`src/rtl/icache_pkg.sv`:
```
// icache_pkg: shared types and helpers for the N-way instruction cache.
//   state_e        - controller states
//   offset_w()     - byte-offset width of an address for a given line size
//   index_w()      - set-index width for a given set count
//   tag_w()        - remaining tag width of a 32-bit address
//   RRESP_ERR_BIT  - rresp bit that flags SLVERR/DECERR
package icache_pkg;

  typedef enum logic [2:0] {
    ST_IDLE    = 3'd0,
    ST_LOOKUP  = 3'd1,
    ST_MISS_AR = 3'd2,
    ST_MISS_R  = 3'd3,
    ST_RESP    = 3'd4,
    ST_FLUSH   = 3'd5
  } state_e;

  localparam int unsigned RRESP_ERR_BIT = 1;

  function automatic int unsigned offset_w(input int unsigned line_words);
    return $clog2(line_words * 4);
  endfunction

  function automatic int unsigned index_w(input int unsigned num_sets);
    return $clog2(num_sets);
  endfunction

  function automatic int unsigned tag_w(input int unsigned num_sets,
                                        input int unsigned line_words);
    return 32 - offset_w(line_words) - index_w(num_sets);
  endfunction

endpackage

```
`src/rtl/icache_tag_way.sv`:
```
// icache_tag_way: tag + valid storage and tag compare for one cache way.
//   clk, rst    - clock, synchronous active-high reset (clears valid bits)
//   flush_i     - clear every valid bit of this way
//   idx_i       - set index used for both lookup and write
//   tag_i       - tag to compare against / tag to store
//   wr_en_i     - write tag_i and wr_valid_i into set idx_i
//   wr_valid_i  - valid value written with the tag
//   hit_o       - indexed set is valid and its tag matches tag_i
//   valid_o     - valid bit of the indexed set
module icache_tag_way
  import icache_pkg::*;
#(
  parameter int unsigned NUM_SETS = 4,
  parameter int unsigned IDX_W    = 2,
  parameter int unsigned TAG_W    = 26
) (
  input  logic             clk,
  input  logic             rst,
  input  logic             flush_i,
  input  logic [IDX_W-1:0] idx_i,
  input  logic [TAG_W-1:0] tag_i,
  input  logic             wr_en_i,
  input  logic             wr_valid_i,
  output logic             hit_o,
  output logic             valid_o
);

  logic [NUM_SETS-1:0] valid_q;
  logic [NUM_SETS-1:0] valid_d;
  logic [TAG_W-1:0]    tag_mem [NUM_SETS];

  assign valid_o = valid_q[idx_i];
  assign hit_o   = valid_q[idx_i] && (tag_mem[idx_i] == tag_i);

  // Next valid vector: flush clears everything, a completed fill sets/clears one entry.
  always_comb begin
    valid_d = valid_q;
    if (flush_i) begin
      valid_d = '0;
    end else if (wr_en_i) begin
      valid_d[idx_i] = wr_valid_i;
    end else begin
      valid_d = valid_q;
    end
  end

  // Valid register with synchronous reset.
  always_ff @(posedge clk) begin
    if (rst) begin
      valid_q <= '0;
    end else begin
      valid_q <= valid_d;
    end
  end

  // Tag storage; intentionally not reset, valid bits qualify it.
  always_ff @(posedge clk) begin
    if (wr_en_i) begin
      tag_mem[idx_i] <= tag_i;
    end
  end

endmodule

```
`src/rtl/icache_nway.sv`:
```
// icache_nway: 1- or 2-way set-associative instruction cache between the IFU
// fetch port and an AXI4 read master, with an uncached bypass window, AXI
// read-error propagation and deferred fence.i invalidation.
//   clk, rst                      - clock, synchronous active-high reset
//   fence_i_i / icache_flush_done - invalidate request / one-cycle completion pulse
//   cpu_ar*                       - fetch request (word address, bits [1:0] ignored)
//   cpu_r*                        - fetch response (data, error flag)
//   axi_ar* / axi_r*              - AXI4 read address / read data channels
module icache_nway
  import icache_pkg::*;
#(
  parameter int unsigned NUM_SETS    = 4,
  parameter int unsigned NUM_WAYS    = 2,
  parameter int unsigned LINE_WORDS  = 4,
  parameter logic [31:0] BYPASS_BASE = 32'h0f00_0000,
  parameter logic [31:0] BYPASS_MASK = 32'hff00_0000
) (
  input  logic        clk,
  input  logic        rst,
  input  logic        fence_i_i,
  output logic        icache_flush_done,
  input  logic        cpu_arvalid_i,
  output logic        cpu_arready_o,
  input  logic [31:0] cpu_araddr_i,
  output logic        cpu_rvalid_o,
  input  logic        cpu_rready_i,
  output logic [31:0] cpu_rdata_o,
  output logic        cpu_rerr_o,
  output logic        axi_arvalid_o,
  input  logic        axi_arready_i,
  output logic [31:0] axi_araddr_o,
  output logic [7:0]  axi_arlen_o,
  input  logic        axi_rvalid_i,
  output logic        axi_rready_o,
  input  logic [31:0] axi_rdata_i,
  input  logic [1:0]  axi_rresp_i,
  input  logic        axi_rlast_i
);

  localparam int unsigned OFF_W  = offset_w(LINE_WORDS);
  localparam int unsigned IDX_W  = index_w(NUM_SETS);
  localparam int unsigned TAG_W  = tag_w(NUM_SETS, LINE_WORDS);
  localparam int unsigned BEAT_W = $clog2(LINE_WORDS);

  state_e              state_q,      state_d;
  logic [31:2]         addr_q,       addr_d;
  logic                bypass_q,     bypass_d;
  logic                victim_q,     victim_d;
  logic [BEAT_W-1:0]   beat_q,       beat_d;
  logic                err_q,        err_d;
  logic [31:0]         rdata_q,      rdata_d;
  logic                rerr_q,       rerr_d;
  logic                fence_seen_q, fence_seen_d;
  logic [NUM_SETS-1:0] lru_q,        lru_d;

  logic [31:0] data_mem [NUM_WAYS][NUM_SETS][LINE_WORDS];

  logic [IDX_W-1:0]    idx_s;
  logic [TAG_W-1:0]    tag_s;
  logic [BEAT_W-1:0]   word_s;
  logic [NUM_WAYS-1:0] way_hit_s;
  logic [NUM_WAYS-1:0] way_valid_s;
  logic                hit_s;
  logic                hit_way_s;
  logic                victim_s;
  logic                beat_fire_s;
  logic                fill_done_s;
  logic                err_final_s;
  logic                tag_wr_s;
  logic                data_wr_s;
  logic                flush_s;
  logic                bits_unused_s;

  // Byte-lane bits and the non-error rresp bit carry no information here.
  assign bits_unused_s = ^{cpu_araddr_i[1:0], axi_rresp_i[0]};

  assign idx_s  = addr_q[OFF_W +: IDX_W];
  assign tag_s  = addr_q[31 -: TAG_W];
  assign word_s = addr_q[2 +: BEAT_W];

  assign hit_s     = |way_hit_s;
  assign hit_way_s = (NUM_WAYS == 2) ? way_hit_s[NUM_WAYS-1] : 1'b0;

  assign beat_fire_s = (state_q == ST_MISS_R) && axi_rvalid_i;
  // A bypass read is a single beat, so its rlast is deliberately ignored.
  assign fill_done_s = beat_fire_s && (bypass_q || axi_rlast_i);
  assign err_final_s = err_q || axi_rresp_i[RRESP_ERR_BIT];
  assign tag_wr_s    = fill_done_s && !bypass_q;
  assign data_wr_s   = beat_fire_s && !bypass_q;
  assign flush_s     = (state_q == ST_FLUSH);

  for (genvar w = 0; w < NUM_WAYS; w++) begin : g_way
    localparam logic WAY_ID = 1'(w);
    icache_tag_way #(
      .NUM_SETS (NUM_SETS),
      .IDX_W    (IDX_W),
      .TAG_W    (TAG_W)
    ) u_tag (
      .clk        (clk),
      .rst        (rst),
      .flush_i    (flush_s),
      .idx_i      (idx_s),
      .tag_i      (tag_s),
      .wr_en_i    (tag_wr_s && (victim_q == WAY_ID)),
      .wr_valid_i (!err_final_s),
      .hit_o      (way_hit_s[w]),
      .valid_o    (way_valid_s[w])
    );
  end

  // Victim choice: first invalid way (way 0 first), otherwise the LRU way.
  always_comb begin
    victim_s = 1'b0;
    if (NUM_WAYS == 2) begin
      if (!way_valid_s[0]) begin
        victim_s = 1'b0;
      end else if (!way_valid_s[NUM_WAYS-1]) begin
        victim_s = 1'b1;
      end else begin
        victim_s = lru_q[idx_s];
      end
    end else begin
      victim_s = 1'b0;
    end
  end

  // Controller next-state and datapath latching.
  always_comb begin
    state_d  = state_q;
    addr_d   = addr_q;
    bypass_d = bypass_q;
    victim_d = victim_q;
    beat_d   = beat_q;
    err_d    = err_q;
    rdata_d  = rdata_q;
    rerr_d   = rerr_q;
    case (state_q)
      ST_IDLE: begin
        // A serviced fence must drop before it can trigger another flush.
        if (fence_i_i && !fence_seen_q) begin
          state_d = ST_FLUSH;
        end else if (cpu_arvalid_i && !fence_i_i) begin
          addr_d   = cpu_araddr_i[31:2];
          bypass_d = ((cpu_araddr_i & BYPASS_MASK) == BYPASS_BASE);
          state_d  = ST_LOOKUP;
        end else begin
          state_d = ST_IDLE;
        end
      end
      ST_LOOKUP: begin
        if (bypass_q) begin
          state_d = ST_MISS_AR;
        end else if (hit_s) begin
          rdata_d = data_mem[hit_way_s][idx_s][word_s];
          rerr_d  = 1'b0;
          state_d = ST_RESP;
        end else begin
          victim_d = victim_s;
          state_d  = ST_MISS_AR;
        end
      end
      ST_MISS_AR: begin
        if (axi_arready_i) begin
          beat_d  = '0;
          err_d   = 1'b0;
          state_d = ST_MISS_R;
        end else begin
          state_d = ST_MISS_AR;
        end
      end
      ST_MISS_R: begin
        if (beat_fire_s) begin
          beat_d = beat_q + BEAT_W'(1);
          err_d  = err_final_s;
          if (bypass_q || (beat_q == word_s)) begin
            rdata_d = axi_rdata_i;
          end else begin
            rdata_d = rdata_q;
          end
          if (fill_done_s) begin
            rerr_d  = err_final_s;
            state_d = ST_RESP;
          end else begin
            state_d = ST_MISS_R;
          end
        end else begin
          state_d = ST_MISS_R;
        end
      end
      ST_RESP: begin
        if (cpu_rready_i) begin
          state_d = ST_IDLE;
        end else begin
          state_d = ST_RESP;
        end
      end
      ST_FLUSH: begin
        state_d = ST_IDLE;
      end
      default: begin
        state_d = ST_IDLE;
      end
    endcase
  end

  // Fence edge tracking: remember a serviced fence until the request drops.
  always_comb begin
    fence_seen_d = fence_seen_q;
    if (state_q == ST_FLUSH) begin
      fence_seen_d = 1'b1;
    end else if (!fence_i_i) begin
      fence_seen_d = 1'b0;
    end else begin
      fence_seen_d = fence_seen_q;
    end
  end

  // LRU bit per set names the way to evict next.
  always_comb begin
    lru_d = lru_q;
    if (flush_s) begin
      lru_d = '0;
    end else if ((state_q == ST_LOOKUP) && !bypass_q && hit_s) begin
      lru_d[idx_s] = ~hit_way_s;
    end else if (tag_wr_s && !err_final_s) begin
      lru_d[idx_s] = ~victim_q;
    end else begin
      lru_d = lru_q;
    end
  end

  // Control and datapath registers with synchronous reset.
  always_ff @(posedge clk) begin
    if (rst) begin
      state_q      <= ST_IDLE;
      addr_q       <= 30'h0;
      bypass_q     <= 1'b0;
      victim_q     <= 1'b0;
      beat_q       <= '0;
      err_q        <= 1'b0;
      rdata_q      <= 32'h0;
      rerr_q       <= 1'b0;
      fence_seen_q <= 1'b0;
      lru_q        <= '0;
    end else begin
      state_q      <= state_d;
      addr_q       <= addr_d;
      bypass_q     <= bypass_d;
      victim_q     <= victim_d;
      beat_q       <= beat_d;
      err_q        <= err_d;
      rdata_q      <= rdata_d;
      rerr_q       <= rerr_d;
      fence_seen_q <= fence_seen_d;
      lru_q        <= lru_d;
    end
  end

  // Line data storage; every beat of a fill lands in the victim way.
  always_ff @(posedge clk) begin
    if (data_wr_s) begin
      data_mem[victim_q][idx_s][beat_q] <= axi_rdata_i;
    end
  end

  assign cpu_arready_o     = (state_q == ST_IDLE) && !fence_i_i;
  assign cpu_rvalid_o      = (state_q == ST_RESP);
  assign cpu_rdata_o       = rdata_q;
  assign cpu_rerr_o        = rerr_q;
  assign icache_flush_done = flush_s;
  assign axi_arvalid_o     = (state_q == ST_MISS_AR);
  assign axi_rready_o      = (state_q == ST_MISS_R);
  assign axi_araddr_o      = (state_q != ST_MISS_AR) ? 32'h0 :
                             bypass_q ? {addr_q, 2'b00} :
                             {addr_q[31:OFF_W], OFF_W'(0)};
  assign axi_arlen_o       = ((state_q == ST_MISS_AR) && !bypass_q) ?
                             8'(LINE_WORDS - 1) : 8'h00;

endmodule
```
`config.mk`:
```
export PLATFORM = sky130hd
export DESIGN_NAME = icache_nway
export DESIGN_NICKNAME = d
export VERILOG_FILES = /design/src/rtl/icache_pkg.sv /design/src/rtl/icache_tag_way.sv /design/src/rtl/icache_nway.sv
export SDC_FILE = /design/constraint.sdc
export NUM_CORES = 1
export LEC_CHECK = 0
export CAP_MARGIN = 5
export CORE_MARGIN = 3
export CORE_UTILIZATION = 30
export DETAILED_ROUTE_END_ITERATION = 8
export SKIP_LAST_GASP = 1
export SLEW_MARGIN = 30
export SYNTH_ARGS = -nofsm -noshare
export SYNTH_HDL_FRONTEND = slang
export SYNTH_HIERARCHICAL = 1
export SYNTH_SLANG_ARGS = --single-unit
```
`constraint.sdc`:
```
create_clock -name clk -period 9.2 [get_ports clk]
set_clock_uncertainty 0.2 [all_clocks]
set_input_delay 2.76 -clock clk [delete_from_list [all_inputs] [get_ports clk]]
set_output_delay 2.76 -clock clk [all_outputs]
set_load 0.02 [all_outputs]
```
==> metrics, run 1 <==
outcome=finished clean; H-Tree Depth=4; Final Util=0.3549; Initial DRC Count=approximately 2800; Flop pwr share=0.531; Setup WS pre-CTS=2033 ps; CTS root buf=clkbuf_16; uppermost layer routed=met5; worst path required time=approximately 6200 ps; Clk pin slew, worst setup/hold paths=60 ps; gpl congestion=roughly 0.76; number of CTS-inserted buffers=134; Final Total Pwr=~0.012 W; final cycle utilization of the critical path=0.7780; Hold Path Depth=2; R2R cell count=12; clock share of power=0.432; detailed-router iteration count before antenna repair=5; Synth Instances=approximately 2700; Nets=3021; Final setup viols=0; Post-synth EDFFs=approximately 1200; switch share=0.2179; Setup WS post-layout=about 2000 ps; Final Max Slew Viols=0; Reg-to-Reg End=cpu_rdata_o[13]$_SDFFE_PP0P_; Most used DFF post-synth=edfxtp_1; Worst setup SP type=input port; port bufs=140; initial antenna violation count=7; Max VDD drop=roughly 0.18 mV; die area=178100 um2; Via density=a little over 5; detailed placement HPWL=75.78 mm; postcts setup bufs=0; #FFs+latches synth=about 1300; PD cells=just over 200 nW/um2; TNS Setup=0 ps; latest clock arrival within the worst-skew pair=between 700 and 800 ps; Distinct cells, synth=67; share of layout cells above drive strength 1=0.2445; global-route wire length before repair=191.6 mm; Seq/Total Area, Yosys=0.7448; Post-synth ARST share=0; worst path arrival time=4200 ps; fmax=139.7 MHz; hold path start=cpu_rdata_o[30]$_SDFFE_PP0P_; Worst Hold Path EP=cpu_rdata_o[30]$_SDFFE_PP0P_; FF-to-FF setup slack=between 2000 and 2500 ps; cell internal pwr=roughly 0.0097 W; Worst Tran Pin Value=~1000 ps; vias in the first global route=around 27000; Max Cap Viol=0; Post-CTS Resized=0; hold buffers post-CTS=0; antenna-violating nets left=0; Max Root-Sink Buffers=3; net switching power=0.002706 W; Yosys warning total=6; DIE HEIGHT=about 420 um; post-layout min period=around 7200 ps; vias=roughly 27000; Total Wirelength=between 100 and 150 mm; Fin. Hold Viols=0; Worst Hold Class=flop to flop; WL met1=56.36 mm; worst relative slew slack=0.3256; RSZ-0062 raised after global routing=false; Pleak=~18 nW; clock sink count=around 1300; IO Pins=around 150; DRC viols=0; core area=between 150000 and 200000 um2; Synth Cell Area=around 52000 um2; GRT overflow=0; DR WL/cell=24.67 um; Die Wd=422.0 um; GRT Util Overall=0.1458; cell row count=about 150; metal2 WL=about 65 mm; TritonCTS clock tree=built; metal3 WL=around 8 mm; Comb pwr share=0.036; crit end category=output pin; crit-path max FO=3; Initial Util=0.3024; reg2reg start=addr_q[4]$_SDFFE_PP0P_; Area Growth Syn to Fin=17.39%; largest net degree at the start of global routing=112; Syn Area/Cell=19.18 um2; Crit Path Class=input port to output pin
routing by layer:
metal / vias to the layer above / global-route usage
met3: 184 / 0.02611
met4: 2 / 0.04770
met1: 14300 / 0.1957
met5: - / 0
li1: 11600 / -
met2: 878 / 0.2397
worst max-delay path by stage:
stage | end | cells past startpoint | startpoint | slack, ps
6_report | cpu_arready_o | 4 | fence_i_i | 2040
2_1_floorplan | cpu_arready_o | 1 | fence_i_i | 2740
3_3_place_gp | cpu_arready_o | 4 | fence_i_i | 2010
3_5_place_dp | cpu_arready_o | 4 | fence_i_i | 2030
4_1_cts | cpu_arready_o | 4 | fence_i_i | 2020
5_1_grt | cpu_arready_o | 4 | fence_i_i | 2010
power groups by stage:
| stage | Clock [W] | Combinational, W | Sequential (W) |
|---|---|---|---|
| 3_5_place_dp | 0 | 0.000458 | 0.00673 |
| 6_report | 0.00537 | 0.000451 | 0.00660 |
| 4_1_cts | 0.00550 | 0.000460 | 0.00660 |
| 2_1_floorplan | 0 | 0.000255 | 0.00670 |
| 5_1_grt | 0.00575 | 0.000489 | 0.00660 |
| 3_3_place_gp | 0 | 0.000452 | 0.00673 |
cell families (layout without fill, tap and decap cells):
group	after synthesis	after routing	share of synthesized area
xor+xnor	38	38	0.006409
simple gates	372	372	0.03378
mux	468	468	0.1497
compound gates	340	340	0.04636
flops	1316	1316	0.7448
fa+ha+maj	4	4	0.0009639
other cells	1	13	0.00007222
buf+inv	168	501	0.01783
through the flow:
step	cell area (um2)	std cells	hold WS (ps)
6_report	60950	5362	275.2
5_1_grt	60950	5359	309.1
4_1_cts	60960	5356	276.2
3_5_place_dp	56600	5116	256.3
3_3_place_gp	56520	5113	251.3
2_1_floorplan	51950	2714	247.6
state kept, by name, summed over array words and instances, names as in the netlist:
register and cells:
state_q 3, err_q 1, cpu_rdata_o 32, cpu_rerr_o 1, victim_q 1, g_way.u_tag/valid_q 8
data_mem 1024, lru_q 4, g_way.u_tag/tag_mem 208, addr_q 30, bypass_q 1, fence_seen_q 1
beat_q 2
synthesized netlist by cell type, drive strengths merged, types with 33 or more instances:
library cell  instances  area [um2]
mux4                230        5210
dfxtp                84        1682
clkbuf               72       271.5
mux2                146        1644
nand2               125       469.2
mux2i                92       920.9
a21oi                44       220.2
edfxtp             1232       37000
a211oi               34       255.2
o22ai                68       425.4
and3                 33       206.5
nor3                 33       165.2
nor2                117       439.2
buf                  92       639.4
area by class of cell:
type                            instances  area [um2]
Fill cell                           15950      110800
Sequential cell                      1316       38690
Multi-Input combinational cell       1230       12660
Clock buffer                          176        3572
Tap cell                             2310        2890
Timing Repair Buffer                  257        2322
Clock inverter                         64       790.8
Inverter                                4       15.01
Antenna cell                            5       12.51
critical path: stages:
cell and delay (ps):
clkdlybuf4s50_1 440, nor4_1 200, buf_4 170, clkdlybuf4s50_1 620
cells in the final DEF, fill, tap and decap left out, types with 8 or more instances in the layout:
cell type / n
mux2_2: 144
mux2i_1: 92
a211oi_1: 33
nor2_1: 94
clkdlybuf4s50_1: 125
nor3_1: 16
clkbuf_16: 135
a22o_1: 13
clkbuf_1: 37
o22ai_1: 68
a221oi_1: 18
nand2_1: 124
xnor2_1: 12
and3_1: 33
o21ai_1: 15
o21ai_0: 13
edfxtp_1: 1232
a222oi_1: 9
a22oi_1: 10
clkinv_16: 9
mux4_2: 222
conb_1: 8
buf_2: 15
nor3_2: 16
a221o_1: 18
nor2_4: 19
dfxtp_1: 81
o211ai_1: 15
a31oi_1: 25
clkinv_2: 15
a21oi_1: 44
xor2_1: 26
o21bai_1: 30
buf_4: 110
mux4_1: 8
clkinv_1: 19
Note: power is estimated with default switching activity, not from simulation.
==> run 2, diff against run 1 <==
==> constraint.sdc (replaced) <==
create_clock -name clk -period 7.2 [get_ports clk]
set_clock_uncertainty 0.2 [all_clocks]
set_input_delay 2.16 -clock clk [delete_from_list [all_inputs] [get_ports clk]]
set_output_delay 2.16 -clock clk [all_outputs]
set_load 0.02 [all_outputs]
==> metrics, run 2 (synthesis results as in run 1) <==
core area=171700 um2 (unchanged); metal2 WL=65.17 mm (+0.73%); Post-CTS Resized=0 (unchanged); Fill cells=15890 (-0.43%); most common cell after layout, fill and taps aside=edfxtp_1; Max Root-Sink Buffers=3 (unchanged); antenna-violating nets left=0 (unchanged); GRT overflow=0 (unchanged); TritonCTS clock tree=built; gpl congestion=0.7557 (-0.84%); detailed-router iteration count before antenna repair=6 (+1); WL met1=55.34 mm (-1.8%); Finished Layout Cells=5358 (-0.075%); Max Cap Viol=0 (unchanged); vias=26890 (-0.26%); PD cells=259.9 nW/um2 (+28%); Final Max Slew Viols=0 (unchanged); TNS Setup=0 ps (unchanged); Initial Util=0.3024 (unchanged); worst path required time=4840 ps (-1400 ps); Worst Hold Class=flop to flop; worst path arrival time=3810 ps (-390 ps); Initial DRC Count=2824 (+1.0%); Nets=3020 (-0.033%); Crit Path Class=input port to output pin; worst relative slew slack=0.3143 (-0.01134); max FFs per register=1024 (unchanged); metal3 WL=8.160 mm (+4.8%); Worst Tran Pin Value=1025 ps (+13.22 ps); final cycle utilization of the critical path=0.8564; DR WL/cell=24.54 um (-0.54%); cell row count=152 (unchanged); Via density=5.019 (-0.19%); H-Tree Depth=4 (unchanged); share of layout cells above drive strength 1=0.2452 (+0.0007369); DRC viols=0 (unchanged); latest clock arrival within the worst-skew pair=760 ps (about the same); Total Wirelength=131.5 mm (-0.62%); fmax=about 160 MHz; Worst setup SP type=input port; die area=178100 um2 (unchanged); outcome=finished clean; crit end category=output pin; area of the multi-input gates=12670 um2 (about the same); vias in the first global route=27170 (-0.12%); Max VDD drop=0.2581 mV (+43%); placed cells=5118 (+0.039%); area occupied by registers=38690 um2 (unchanged); RSZ-0062 raised after global routing=false; largest net degree at the start of global routing=117 (+4.5%); most frequent cells in the layout=1232 x edfxtp_1, 222 x mux4_2, 144 x mux2_2; number of CTS-inserted buffers=132 (-1.5%); Die Wd=422.0 um (unchanged); postcts setup bufs=0 (unchanged); global-route wire length before repair=191.8 mm (+0.11%); Most flops, register=data_mem; detailed placement HPWL=75.78 mm (about the same); Clk pin slew, worst setup/hold paths=60 ps (about the same); Final setup viols=0 (unchanged); clock sink count=1316 (unchanged); DIE HEIGHT=422.0 um (unchanged); hold buffers post-CTS=0 (unchanged); uppermost layer routed=met5; IO Pins=152 (unchanged); CTS root buf=clkbuf_16; Fin. Hold Viols=0 (unchanged); port bufs=140 (unchanged); crit-path max FO=3 (unchanged); GRT Util Overall=0.1458 (about the same); Pleak=18.42 nW (about the same); Area Growth Syn to Fin=17.39% (about the same); post-layout min period=between 6000 and 7000 ps; initial antenna violation count=8 (+1)
run 2: cell count changes in the layout (fill, tap and decap cells not counted), sizes merged:
| cell | delta |
|---|---|
| clkinv | -14 |
| clkbuf | +8 |
| bufinv | +3 |
| diode | -3 |
| buf | +1 |
| clkinvlp | +1 |
run 2: layout make-up:
cell class,instances,share of cell area
flip-flops and latches,1316,0.6347
multi-input cells,1230,0.2078
clock buffers,184,0.05940
well taps,2310,0.04741
repair buffers,258,0.03900
clock inverters,54,0.01137
inverters,4,0.0002463
diodes,2,0.00008210
run 2: report_power, final:
| part | internal, W | leakage, nW | switching (W) | total, W |
|---|---|---|---|---|
| Sequential | 0.00837 | 11.7 | 0.0000647 | 0.00844 |
| Clock | 0.00392 | 2.08 | 0.00292 | 0.00684 |
| Combinational | 0.000207 | 4.61 | 0.000362 | 0.000569 |
run 2: per-stage QoR:
stage	setup slack (ps)	hold slack, ps	cell area [um2]	power, W	utilization
after CTS	1015	292.3	60990	0.01601	0.3552
final	1034	289.2	60960	0.01584	0.3550
after detailed placement	1020	273.3	56680	0.009181	0.3300
after global routing	935.9	317.0	60950	0.01635	0.3549
after floorplan	1465	247.6	51950	0.008893	-
after global placement	1132	250.0	56620	0.009172	0.3297
run 2: final timing paths:
path / from / to / slack [ps] / cells past startpoint
setup reg to reg: addr_q[4]$_SDFFE_PP0P_ / cpu_rdata_o[8]$_SDFFE_PP0P_ / 1650 / 13
hold / removal: cpu_rdata_o[4]$_SDFFE_PP0P_ / cpu_rdata_o[4]$_SDFFE_PP0P_ / 290 / 2
setup / recovery: fence_i_i / cpu_arready_o / 1030 / 3
hold reg to reg: cpu_rdata_o[4]$_SDFFE_PP0P_ / cpu_rdata_o[4]$_SDFFE_PP0P_ / 290 / 2
run 2: critical path: stages:
cell	delay, ps
clkdlybuf4s50_1	450
nor4_1	410
clkdlybuf4s50_1	790
run 2: layer usage:
layer | vias up | global-route usage
li1 | 11590 | -
met3 | 177 | 0.02532
met4 | 6 | 0.04061
met5 | - | 0
met1 | 14200 | 0.1959
met2 | 919 | 0.2433
